<file path="config.mk">
export PLATFORM = sky130hd
export DESIGN_NAME = video_timing_gen
export DESIGN_NICKNAME = d
export VERILOG_FILES = /design/src/rtl/video_timing_gen.sv
export SDC_FILE = /design/constraint.sdc
export NUM_CORES = 1
export LEC_CHECK = 0
export ABC_AREA = 1
export BUFFER_PORTS_ARGS = -buffer_cell sky130_fd_sc_hd__buf_2
export CAP_MARGIN = 10
export CORE_MARGIN = 4
export CORE_UTILIZATION = 30
export DETAILED_ROUTE_END_ITERATION = 16
export PLACE_DENSITY = 0.52
export SETUP_SLACK_MARGIN = 0.4
export SLEW_MARGIN = 25
export SYNTH_ARGS = -nofsm -noshare
export SYNTH_HDL_FRONTEND = slang
export SYNTH_SLANG_ARGS = --single-unit
export TNS_END_PERCENT = 5
</file>
<file path="constraint.sdc">
create_clock -name clk -period 1.9 [get_ports clk]
set_input_delay 0.095 -clock clk [delete_from_list [all_inputs] [get_ports clk]]
set_output_delay 0.095 -clock clk [all_outputs]
set_load 0.02 [all_outputs]
</file>
<file path="src/rtl/video_timing_gen.sv">
// Raster timing generator: free-running h/v counters with registered coordinate and sync outputs.
// Optional pixel clock-enable input pix_ce is added when VIDEO_TIMING_PIXEL_CE_EN is defined.
module video_timing_gen #(
    parameter int H_ACTIVE = 1280,
    parameter int H_FP     = 48,
    parameter int H_SYNC   = 112,
    parameter int H_BP     = 248,
    parameter int V_ACTIVE = 1024,
    parameter int V_FP     = 1,
    parameter int V_SYNC   = 3,
    parameter int V_BP     = 38,
    parameter bit SYNC_POL = 1'b1
) (
    input  logic        clk,
    input  logic        reset,
`ifdef VIDEO_TIMING_PIXEL_CE_EN
    input  logic        pix_ce,
`endif
    output logic [10:0] x,
    output logic [9:0]  y,
    output logic        valid,
    output logic        hsync,
    output logic        vsync,
    output logic        frame_start
);

    localparam int H_TOTAL = H_ACTIVE + H_FP + H_SYNC + H_BP;
    localparam int V_TOTAL = V_ACTIVE + V_FP + V_SYNC + V_BP;

    if (H_TOTAL > 2048 || V_TOTAL > 2048 || V_ACTIVE > 1024) begin : g_bad_params
        $error("video_timing_gen: timing parameters exceed 11-bit counters or 10-bit y");
    end

    localparam logic [10:0] H_ACT_C  = 11'(H_ACTIVE);
    localparam logic [10:0] H_LAST_C = 11'(H_TOTAL - 1);
    localparam logic [10:0] HS_BEG_C = 11'(H_ACTIVE + H_FP);
    localparam logic [10:0] HS_END_C = 11'(H_ACTIVE + H_FP + H_SYNC);
    localparam logic [10:0] V_ACT_C  = 11'(V_ACTIVE);
    localparam logic [10:0] V_LAST_C = 11'(V_TOTAL - 1);
    localparam logic [10:0] VS_BEG_C = 11'(V_ACTIVE + V_FP);
    localparam logic [10:0] VS_END_C = 11'(V_ACTIVE + V_FP + V_SYNC);

    logic        ce;
`ifdef VIDEO_TIMING_PIXEL_CE_EN
    assign ce = pix_ce;
`else
    assign ce = 1'b1;
`endif

    logic [10:0] h_cnt_q, h_cnt_d;
    logic [10:0] v_cnt_q, v_cnt_d;
    logic [10:0] x_q, x_d;
    logic [9:0]  y_q, y_d;
    logic        valid_q, valid_d;
    logic        hsync_q, hsync_d;
    logic        vsync_q, vsync_d;
    logic        fs_q, fs_d;
    logic        h_act, v_act;

    // Counter advance
    always_comb begin
        h_cnt_d = h_cnt_q + 11'd1;
        v_cnt_d = v_cnt_q;
        if (h_cnt_q == H_LAST_C) begin
            h_cnt_d = '0;
            v_cnt_d = (v_cnt_q == V_LAST_C) ? '0 : v_cnt_q + 11'd1;
        end
    end

    // Output decode works on the pre-increment counters, giving one cycle of latency.
    always_comb begin
        h_act   = (h_cnt_q < H_ACT_C);
        v_act   = (v_cnt_q < V_ACT_C);
        valid_d = h_act & v_act;
        x_d     = h_act ? h_cnt_q : '0;
        y_d     = v_act ? v_cnt_q[9:0] : '0;
        hsync_d = ((h_cnt_q >= HS_BEG_C) && (h_cnt_q < HS_END_C)) ? SYNC_POL : ~SYNC_POL;
        vsync_d = ((v_cnt_q >= VS_BEG_C) && (v_cnt_q < VS_END_C)) ? SYNC_POL : ~SYNC_POL;
        fs_d    = (h_cnt_q == '0) && (v_cnt_q == '0);
    end

    always_ff @(posedge clk or negedge reset) begin
        if (!reset) begin
            h_cnt_q <= '0;
            v_cnt_q <= '0;
            x_q     <= '0;
            y_q     <= '0;
            valid_q <= 1'b0;
            hsync_q <= ~SYNC_POL;
            vsync_q <= ~SYNC_POL;
            fs_q    <= 1'b0;
        end else if (ce) begin
            h_cnt_q <= h_cnt_d;
            v_cnt_q <= v_cnt_d;
            x_q     <= x_d;
            y_q     <= y_d;
            valid_q <= valid_d;
            hsync_q <= hsync_d;
            vsync_q <= vsync_d;
            fs_q    <= fs_d;
        end
    end

    assign x           = x_q;
    assign y           = y_q;
    assign valid       = valid_q;
    assign hsync       = hsync_q;
    assign vsync       = vsync_q;
    assign frame_start = fs_q;

endmodule

</file>
* After elaboration in Yosys (flattened, before gate mapping)
Index checks and enable logic that the tools add are counted.
** Operators by class
- Multiply operators :: 0
- Divide/modulo/power cells :: 0
- Bitwise operators :: 1
- Equal/unequal tests :: 2
- Add/subtract/negate cells :: 2
- Shift operators :: 0
- Order comparisons :: 6
- Multiplexer cells :: 6
- Reductions and logical operators :: 5
** Operators by type and width (count)
- $lt 11x11->1 const B :: 4
- $mux 11 :: 3
- $add 11x1->11 const B :: 2
- $eq 11x11->1 const B :: 2
- $ge 11x11->1 const B :: 2
- $logic_not 11->1 :: 2
- $mux 10 :: 1
- $logic_and 1x1->1 :: 3
- $mux 1 :: 2
- $and 1x1->1 :: 1
** Word-level totals
- Memory bits (read-only) :: 0
- Bits in registers :: 47
- Latch bits :: 0
- Memory bits (writable) :: 0
- Memories :: 0
- Output and inout bits :: 25
- Word-level logic and storage cells :: 30

* Logic depth before layout (Yosys ltp)
Gate-level depths: netlist (run 1).
- Depth in word-level cells :: 3
- Gate-level depth with buffers :: 9
- Depth with buffers taken out :: 9

* Worst setup path after synthesis (run 1)
OpenSTA, ideal clock, no wires.
- Path kind :: reg-to-reg
- From :: register h_cnt_q[0]
- To :: register v_cnt_q[10]
- Setup time :: 0.119 ns
- Data arrival time :: 1.163 ns
- Data required time :: 1.781 ns
- Stages on the path, launching flop included :: 10
- Buffers on the path :: 1
- Setup slack :: 0.618 ns
- Clock period less this slack :: 1.282 ns
- Cell sequence :: dfrtp_1 ha_1 nand2_1 inv_2 nand3_2 nor2_2 buf_6 nand3_1 nand2_1 nor2_1
** Between the ends
- Longest elaborated chain between the ends :: 1
** Ends and longest elaborated chain
- start: declaration :: line 50 : logic [10:0] h_cnt_q, h_cnt_d;
- start signal: assignment :: line 93 : h_cnt_q <= h_cnt_d;
- $eq 11x11->1 :: line 64 : if (h_cnt_q == H_LAST_C) begin
- end signal: assignment :: line 94 : v_cnt_q <= v_cnt_d;
- end: declaration :: line 51 : logic [10:0] v_cnt_q, v_cnt_d;
No other way between the ends.
A chain may end at the register's enable or synchronous reset.

* Worst setup path after layout (run 1)
- From :: register h_cnt_q[0]
- To :: register v_cnt_q[8]
The elaborated chain is that of the path after synthesis.

==> results of run 1 <==
worst max path at each step:
stage | startpoint | endpoint | slack [ns] | cells after the start
detailed placement | h_cnt_q[0]$_DFF_PN0_ | h_cnt_q[7]$_DFF_PN0_ | 0.33 | 8
global placement | h_cnt_q[0]$_DFF_PN0_ | v_cnt_q[10]$_DFFE_PN0N_ | 0.39 | 8
global route | h_cnt_q[0]$_DFF_PN0_ | v_cnt_q[7]$_DFFE_PN0N_ | 0.36 | 8
CTS | h_cnt_q[0]$_DFF_PN0_ | v_cnt_q[6]$_DFFE_PN0N_ | 0.35 | 8
finish | h_cnt_q[0]$_DFF_PN0_ | v_cnt_q[8]$_DFFE_PN0N_ | 0.46 | 8
floorplan | h_cnt_q[0]$_DFF_PN0_ | v_cnt_q[10]$_DFFE_PN0N_ | 0.62 | 9
stage by stage:
stage / worst slack [ns] / hold WS [ns]
6_report: 0.458 / 0.415
5_1_grt: 0.361 / 0.472
4_1_cts: 0.349 / 0.433
3_5_place_dp: 0.328 / 0.229
3_3_place_gp: 0.385 / 0.223
2_1_floorplan: 0.618 / -0.201
power by group through the flow:
stage                     Clock, mW  Combinational, mW  Sequential [mW]
after floorplan                   0        0.000000509             1.02
after global placement            0             0.0226             1.02
after detailed placement          0             0.0229             1.02
after CTS                     0.605             0.0244            0.999
after global routing          0.652             0.0273            0.999
final                         0.578             0.0223            0.999
worst reg2reg max path: stages (launching register included):
cell     delay (ns)
dfrtp_1        0.43
ha_4           0.17
inv_1          0.04
nor2_1         0.11
nand2_2        0.08
nor2_4         0.22
buf_4          0.18
nand3_1        0.06
o21ai_0        0.08
cell type report:
cell class                      instances  area (um^2)
Fill cell                             759         4640
Sequential cell                        47         1180
Multi-Input combinational cell        168          873
Timing Repair Buffer                   37          225
Inverter                               35          133
Tap cell                               99          124
Clock buffer                            7         76.3
Clock inverter                          1         5.00
flip-flops by register name (all words and copies together), names as in the netlist:
signal,count
valid,1
vsync,1
y,10
x,11
hsync,1
v_cnt_q,11
frame_start,1
h_cnt_q,11
layout by cell type (no fill, tap or decap), types with 2 or more instances in the layout:
master,netlist,final
o21ai_1,4,4
nand4_1,7,7
inv_2,5,6
nor3b_1,2,2
o21ai_0,3,3
nand2_1,47,46
buf_2,5,26
nor2_2,5,4
clkinv_2,1,2
clkbuf_8,0,5
nor2_4,2,3
nand3_1,23,23
ha_1,5,4
xor2_1,7,7
a21oi_1,2,2
dfrtp_1,47,44
inv_1,29,28
nor3_2,4,4
nand2_2,3,4
nor2_1,48,48
clkbuf_1,1,2
nor3_1,3,3
dfrtp_2,0,3
buf_4,1,8
layer usage:
| layer | vias to the layer above | global-route usage | routed length [um] |
|---|---|---|---|
| li1 | 876 | - | - |
| met1 | 779 | 0.154 | 2360 |
| met2 | 32 | 0.174 | 2160 |
| met3 | 7 | 0.0160 | 132 |
| met4 | 0 | 0.0517 | 102 |
| met5 | - | 0 | 0 |
what timing repair did:
item | 4_1_cts | 5_1_grt
hold buffers | 1 | 0
endpoints found under the hold margin | 47 | 0
gates resized for setup | 1 | 7
pin swaps | 0 | 4
setup buffers | 0 | 5
cloned | 0 | 0
endpoints found under the setup margin | 10 | 16
cells by family after synthesis:
| logic type | Yosys count | share of synthesized area |
|---|---|---|
| xor gates and xnor gates | 7 | 0.0275 |
| and+or+nand+nor | 146 | 0.303 |
| adders and majority gates | 5 | 0.0280 |
| AOI/OAI and AO/OA | 10 | 0.0241 |
| buffers and inverters | 45 | 0.0908 |
| DFF | 47 | 0.527 |
==> flow_metrics.env, run 1 <==
export IMPL_cts_tree="built"
export IMPL_r2r_slack_ns=0.46
export IMPL_cts_root_buffer="clkbuf_8"
export IMPL_irDropWorstVdd_v=0.000236
export IMPL_fmax_mhz=694
export IMPL_track_usage=0.112
export IMPL_final_max_slew_viol_count=0
export IMPL_cp_top_family="simple AND/OR/NAND/NOR gates"
export IMPL_globalRouteOverflowTotal=0
export IMPL_combPwrFrac=0.014
export IMPL_worstPathCellList="ha_4 > inv_1 > nor2_1 > nand2_2 > nor2_4 > buf_4 > nand3_1 > o21ai_0"
export IMPL_die_w_um=94.3
export IMPL_ios=27
export IMPL_setup_viol=0
export IMPL_crit_required_ns=2.12
export IMPL_cts_sinks=47
export IMPL_maxSlewHeadroom=0.607
export IMPL_synth_most_common_cell="nor2_1"
export IMPL_dr_total_vias=1694
export IMPL_cp_max_fo=6
export IMPL_layout_min_cycle_time_ns=1.44
export IMPL_end_kind="flip-flop"
export IMPL_hp_class="input pin to asynchronous set/reset pin"
export IMPL_grt_max_degree=48
export IMPL_port_buffers=26
export IMPL_syn_to_final_growth_pct=17.2
export IMPL_netlist_area_um2=2230
export IMPL_fp_dieArea_um2=8880
export IMPL_drt_pass1_iter_count=5
export IMPL_design_area_um2=2620
export IMPL_clkPwrFrac=0.362
export IMPL_placed_cells=380
export IMPL_cp_arrival_ns=1.66
export IMPL_fin_cells=394
export IMPL_power_leakage_nw=1.32
export IMPL_ant_nets=0
export IMPL_antenna_diode_count=0
export IMPL_rsz0062_at_grt="yes"
export IMPL_numCtsBuffers=5
export IMPL_grt_pass1_vias=1625
export IMPL_wirelength_um=4760
export IMPL_yosysTopAreaCell="dfrtp_1"
export IMPL_syn_num_nets=267
export IMPL_syn_inst=260
export IMPL_synth_area_per_cell_um2=8.59
export IMPL_synth_edff_count=0
export IMPL_drcViolationCount=0
export IMPL_drt_iter0_markers=135
export IMPL_routedWlPerCell_um=12.1
export IMPL_yosysTopAreaCellShare=0.527
export IMPL_ys_top_cells_by_area="dfrtp_1 53%, nor2_1 8.1%, nand2_1 7.9%"
export IMPL_hpwlAfterDp_um=3370
export IMPL_final_setup_skew_ns=0.00680
export IMPL_p_per_area_nw_per_um2=611
export IMPL_rows=31
export IMPL_drive_gt1_frac=0.234
export IMPL_ys_types=26
export IMPL_yosysSeqAreaShare=0.527
export IMPL_dpl_instance_area_um2=2450
export IMPL_htreeDepth=2
export IMPL_cap_violations=0
export IMPL_cpPeakStageDelay_ns=0.43
export IMPL_clock_latency_ns=0.30
export IMPL_reg2reg_depth=8
export IMPL_clk_pin_slew_ns=0.09
export IMPL_p_sw_frac=0.212
export IMPL_r2r_start="h_cnt_q[0]$_DFF_PN0_"
export IMPL_synth_common_cells="48 x nor2_1, 47 x dfrtp_1, 47 x nand2_1"
export IMPL_critPathLaunchType="flip-flop"
export IMPL_fin_tns_setup_ns=0
export IMPL_cpMaxStageDelayCell="dfrtp_1"
export IMPL_yosysWarnings=0
export IMPL_globalplace_congestion=0.827
export IMPL_fin_crit_sh=0.759
export IMPL_crit_buf_inv=2
export IMPL_grt_pass1_wl_um=7870
export IMPL_antenna_found_initial=0
export IMPL_clock_path_buffers=2
export IMPL_p_total_mw=1.60
export IMPL_synth_async_reset_ratio=1.00
export IMPL_intPower_mw=1.26
export IMPL_rr_endpoint="v_cnt_q[8]$_DFFE_PN0N_"
export IMPL_path_class="flip-flop to flip-flop"
export IMPL_ys_seq_elements=47
export IMPL_core_area_um2=7250
export IMPL_finalHoldViolCount=0
export IMPL_layout_nets=301
export IMPL_utilization=0.361
export IMPL_status="completed"
export IMPL_p_sw_mw=0.338
export IMPL_avgViaCountPerCell=4.30
export IMPL_worstMarginPinSlew_ns=0.589
export IMPL_chipHeight_um=94.3
export IMPL_synthFlopType="dfrtp_1"
export IMPL_initial_utilization=0.308
export IMPL_power_frac_seq=0.625
No activity file was read; power rests on OpenSTA's default activity.
==> run 2, diff against run 1 <==
--- a/config.mk
+++ b/config.mk
@@ -11,7 +11,7 @@
 export CORE_MARGIN = 4
 export CORE_UTILIZATION = 30
 export DETAILED_ROUTE_END_ITERATION = 16
-export PLACE_DENSITY = 0.52
+export PLACE_DENSITY = 0.53
 export SETUP_SLACK_MARGIN = 0.4
 export SLEW_MARGIN = 25
 export SYNTH_ARGS = -nofsm -noshare
==> constraint.sdc (replaced) <==
create_clock -name clk -period 1.3 [get_ports clk]
set_input_delay 0.065 -clock clk [delete_from_list [all_inputs] [get_ports clk]]
set_output_delay 0.065 -clock clk [all_outputs]
set_load 0.02 [all_outputs]
==> run 2 against run 1 <==
- the flow now finishes with violations (negative setup slack)
- die area is the same
- via count up 13%
- total power rose by 50%
- non-clock buffer count rose by 42
- sequential power increased by 46%
- critical path depth stayed put
- largest power group unchanged
- highest routed layer unchanged
==> flow_metrics.env, run 2 (same netlist as run 1, synthesis figures left out) <==
export IMPL_clk_pin_slew_ns=0.09
export IMPL_grt_max_degree=48
export IMPL_r2r_start="h_cnt_q[1]$_DFF_PN0_"
export IMPL_die_w_um=94.3
export IMPL_drive_gt1_frac=0.411
export IMPL_reg2reg_depth=8
export IMPL_final_max_slew_viol_count=0
export IMPL_globalplace_congestion=0.847
export IMPL_layout_setup_ws_ns=-0.0138
export IMPL_rr_endpoint="h_cnt_q[10]$_DFF_PN0_"
export IMPL_cts_sinks=47
export IMPL_final_setup_skew_ns=0.0117
export IMPL_wirelength_um=5220
export IMPL_globalRouteOverflowTotal=0
export IMPL_grt_pass1_wl_um=8950
export IMPL_chipHeight_um=94.3
export IMPL_hpwlAfterDp_um=3680
export IMPL_crit_required_ns=1.49
export IMPL_p_per_area_nw_per_um2=746
export IMPL_fin_crit_sh=1.01
export IMPL_cpMaxStageDelayCell="dfrtp_1"
export IMPL_cts_tree="built"
export IMPL_failed_checks="negative setup slack"
export IMPL_avgViaCountPerCell=4.42
export IMPL_layout_nets=343
export IMPL_grt_pass1_vias=1908
export IMPL_rows=31
export IMPL_setup_viol=5
export IMPL_cp_max_fo=4
export IMPL_initial_utilization=0.308
export IMPL_antenna_found_initial=0
export IMPL_r2r_slack_ns=-0.01
export IMPL_port_buffers=26
export IMPL_n_fill_cell=715
export IMPL_irDropWorstVdd_v=0.000309
export IMPL_critPathLaunchType="flip-flop"
export IMPL_core_area_um2=7250
export IMPL_numCtsBuffers=5
export IMPL_worstPathCellList="ha_4 > nand2_4 > inv_4 > nand2_2 > nor2_1 > nand3_1 > nor2_1 > nor2_2"
export IMPL_dr_total_vias=1921
export IMPL_fmax_mhz=761
export IMPL_cp_arrival_ns=1.51
export IMPL_drt_pass1_iter_count=4
export IMPL_track_usage=0.127
export IMPL_drcViolationCount=0
export IMPL_clock_latency_ns=0.30
export IMPL_ios=27
export IMPL_syn_to_final_growth_pct=44.1
export IMPL_place_ws_ns=-0.0672
export IMPL_power_leakage_nw=1.60
export IMPL_cap_violations=0
export IMPL_cts_root_buffer="clkbuf_8"
export IMPL_worstMarginPinSlew_ns=0.278
export IMPL_path_class="flip-flop to flip-flop"
export IMPL_mostFrequentLayoutCell="nor2_1"
export IMPL_ant_nets=0
export IMPL_status="complete, but fails checks"
export IMPL_cpPeakStageDelay_ns=0.40
export IMPL_drt_iter0_markers=99
export IMPL_maxSlewHeadroom=0.814
export IMPL_hp_class="input pin to asynchronous set/reset pin"
export IMPL_routedWlPerCell_um=12.0
export IMPL_end_kind="flip-flop"
export IMPL_clock_path_buffers=2
export IMPL_antenna_diode_count=0
export IMPL_mostFrequentLayoutCells="44 x nor2_1, 43 x dfrtp_1, 42 x buf_4"
export IMPL_finalHoldViolCount=0
export IMPL_htreeDepth=2
export IMPL_layout_min_cycle_time_ns=1.31
export IMPL_holdWs_ns=0.265
export IMPL_cp_common_cell="nor2_1"
export IMPL_fp_dieArea_um2=8880
export IMPL_rsz0062_at_grt="yes"
run 2: cell count changes in the layout (fill, tap and decap cells not counted), moves of 4 or more:
cell / before / now
nand2_1: 46 / 39
nand3_1: 23 / 18
buf_4: 8 / 42
nand3_2: 1 / 5
buf_6: 0 / 28
nor2_1: 48 / 44
buf_2: 26 / 7
nand2_2: 4 / 10
run 2: area by class of cell:
| type | count | area, um^2 | area share |
|---|---|---|---|
| repair buffers | 79 | 696 | 0.216 |
| multi-input cells | 168 | 992 | 0.309 |
| inverters | 35 | 135 | 0.0420 |
| clock inverters | 1 | 5.00 | 0.00156 |
| well taps | 99 | 124 | 0.0385 |
| clock buffers | 6 | 82.6 | 0.0257 |
| flip-flops and latches | 47 | 1180 | 0.367 |
run 2: where the power goes:
| part | internal (mW) | leakage (nW) | switching [mW] |
|---|---|---|---|
| logic | 0.00938 | 0.925 | 0.0283 |
| registers | 1.46 | 0.623 | 0 |
| clock network | 0.418 | 0.0470 | 0.484 |
run 2: worst max path at each step:
stage	slack (ns)	cells past startpoint	start	endpoint
after floorplan	0.03	9	h_cnt_q[0]$_DFF_PN0_	v_cnt_q[10]$_DFFE_PN0N_
after detailed placement	-0.07	8	h_cnt_q[1]$_DFF_PN0_	v_cnt_q[6]$_DFFE_PN0N_
after global routing	-0.12	10	h_cnt_q[1]$_DFF_PN0_	v_cnt_q[9]$_DFFE_PN0N_
after CTS	-0.008	8	h_cnt_q[0]$_DFF_PN0_	v_cnt_q[8]$_DFFE_PN0N_
final	-0.01	8	h_cnt_q[1]$_DFF_PN0_	h_cnt_q[10]$_DFF_PN0_
after global placement	-0.06	7	h_cnt_q[1]$_DFF_PN0_	v_cnt_q[6]$_DFFE_PN0N_
run 2: what timing repair did:
| item | 4_1_cts | 5_1_grt |
|---|---|---|
| buffers inserted | 12 | 0 |
| hold endpoints to repair | 47 | 0 |
| pin swaps | 16 | 11 |
| endpoints found under the setup margin | 40 | 56 |
| gates resized for setup | 35 | 50 |
| hold buffers | 1 | 0 |
run 2: per-layer routing:
metal,track usage,part of all wire,up-vias
met5,0,0,-
met4,0.0469,0.018,0
met3,0.0208,0.042,8
met2,0.206,0.47,45
met1,0.169,0.47,906
li1,-,-,962
run 2: metrics by stage:
step / std cells / setup TNS (ns) / utilization / instance area (um^2) / total power [mW]
final: 435 / -0.0514 / 0.443 / 3220 / 2.40
after detailed placement: 415 / -0.452 / 0.379 / 2750 / 1.53
after global placement: 415 / -0.275 / 0.379 / 2750 / 1.53
after global routing: 435 / -1.41 / 0.443 / 3220 / 2.50
after floorplan: 260 / 0 / - / 2250 / 1.49
after CTS: 435 / -0.0279 / 0.420 / 3050 / 2.43
run 2: worst max-delay path: cells and delay by family (launching register included):
family                     cells  cell delay [ns]
adders and majority gates      1             0.18
and+or+nand+nor                6             0.56
DFF                            1             0.40
buffers and inverters          1             0.07
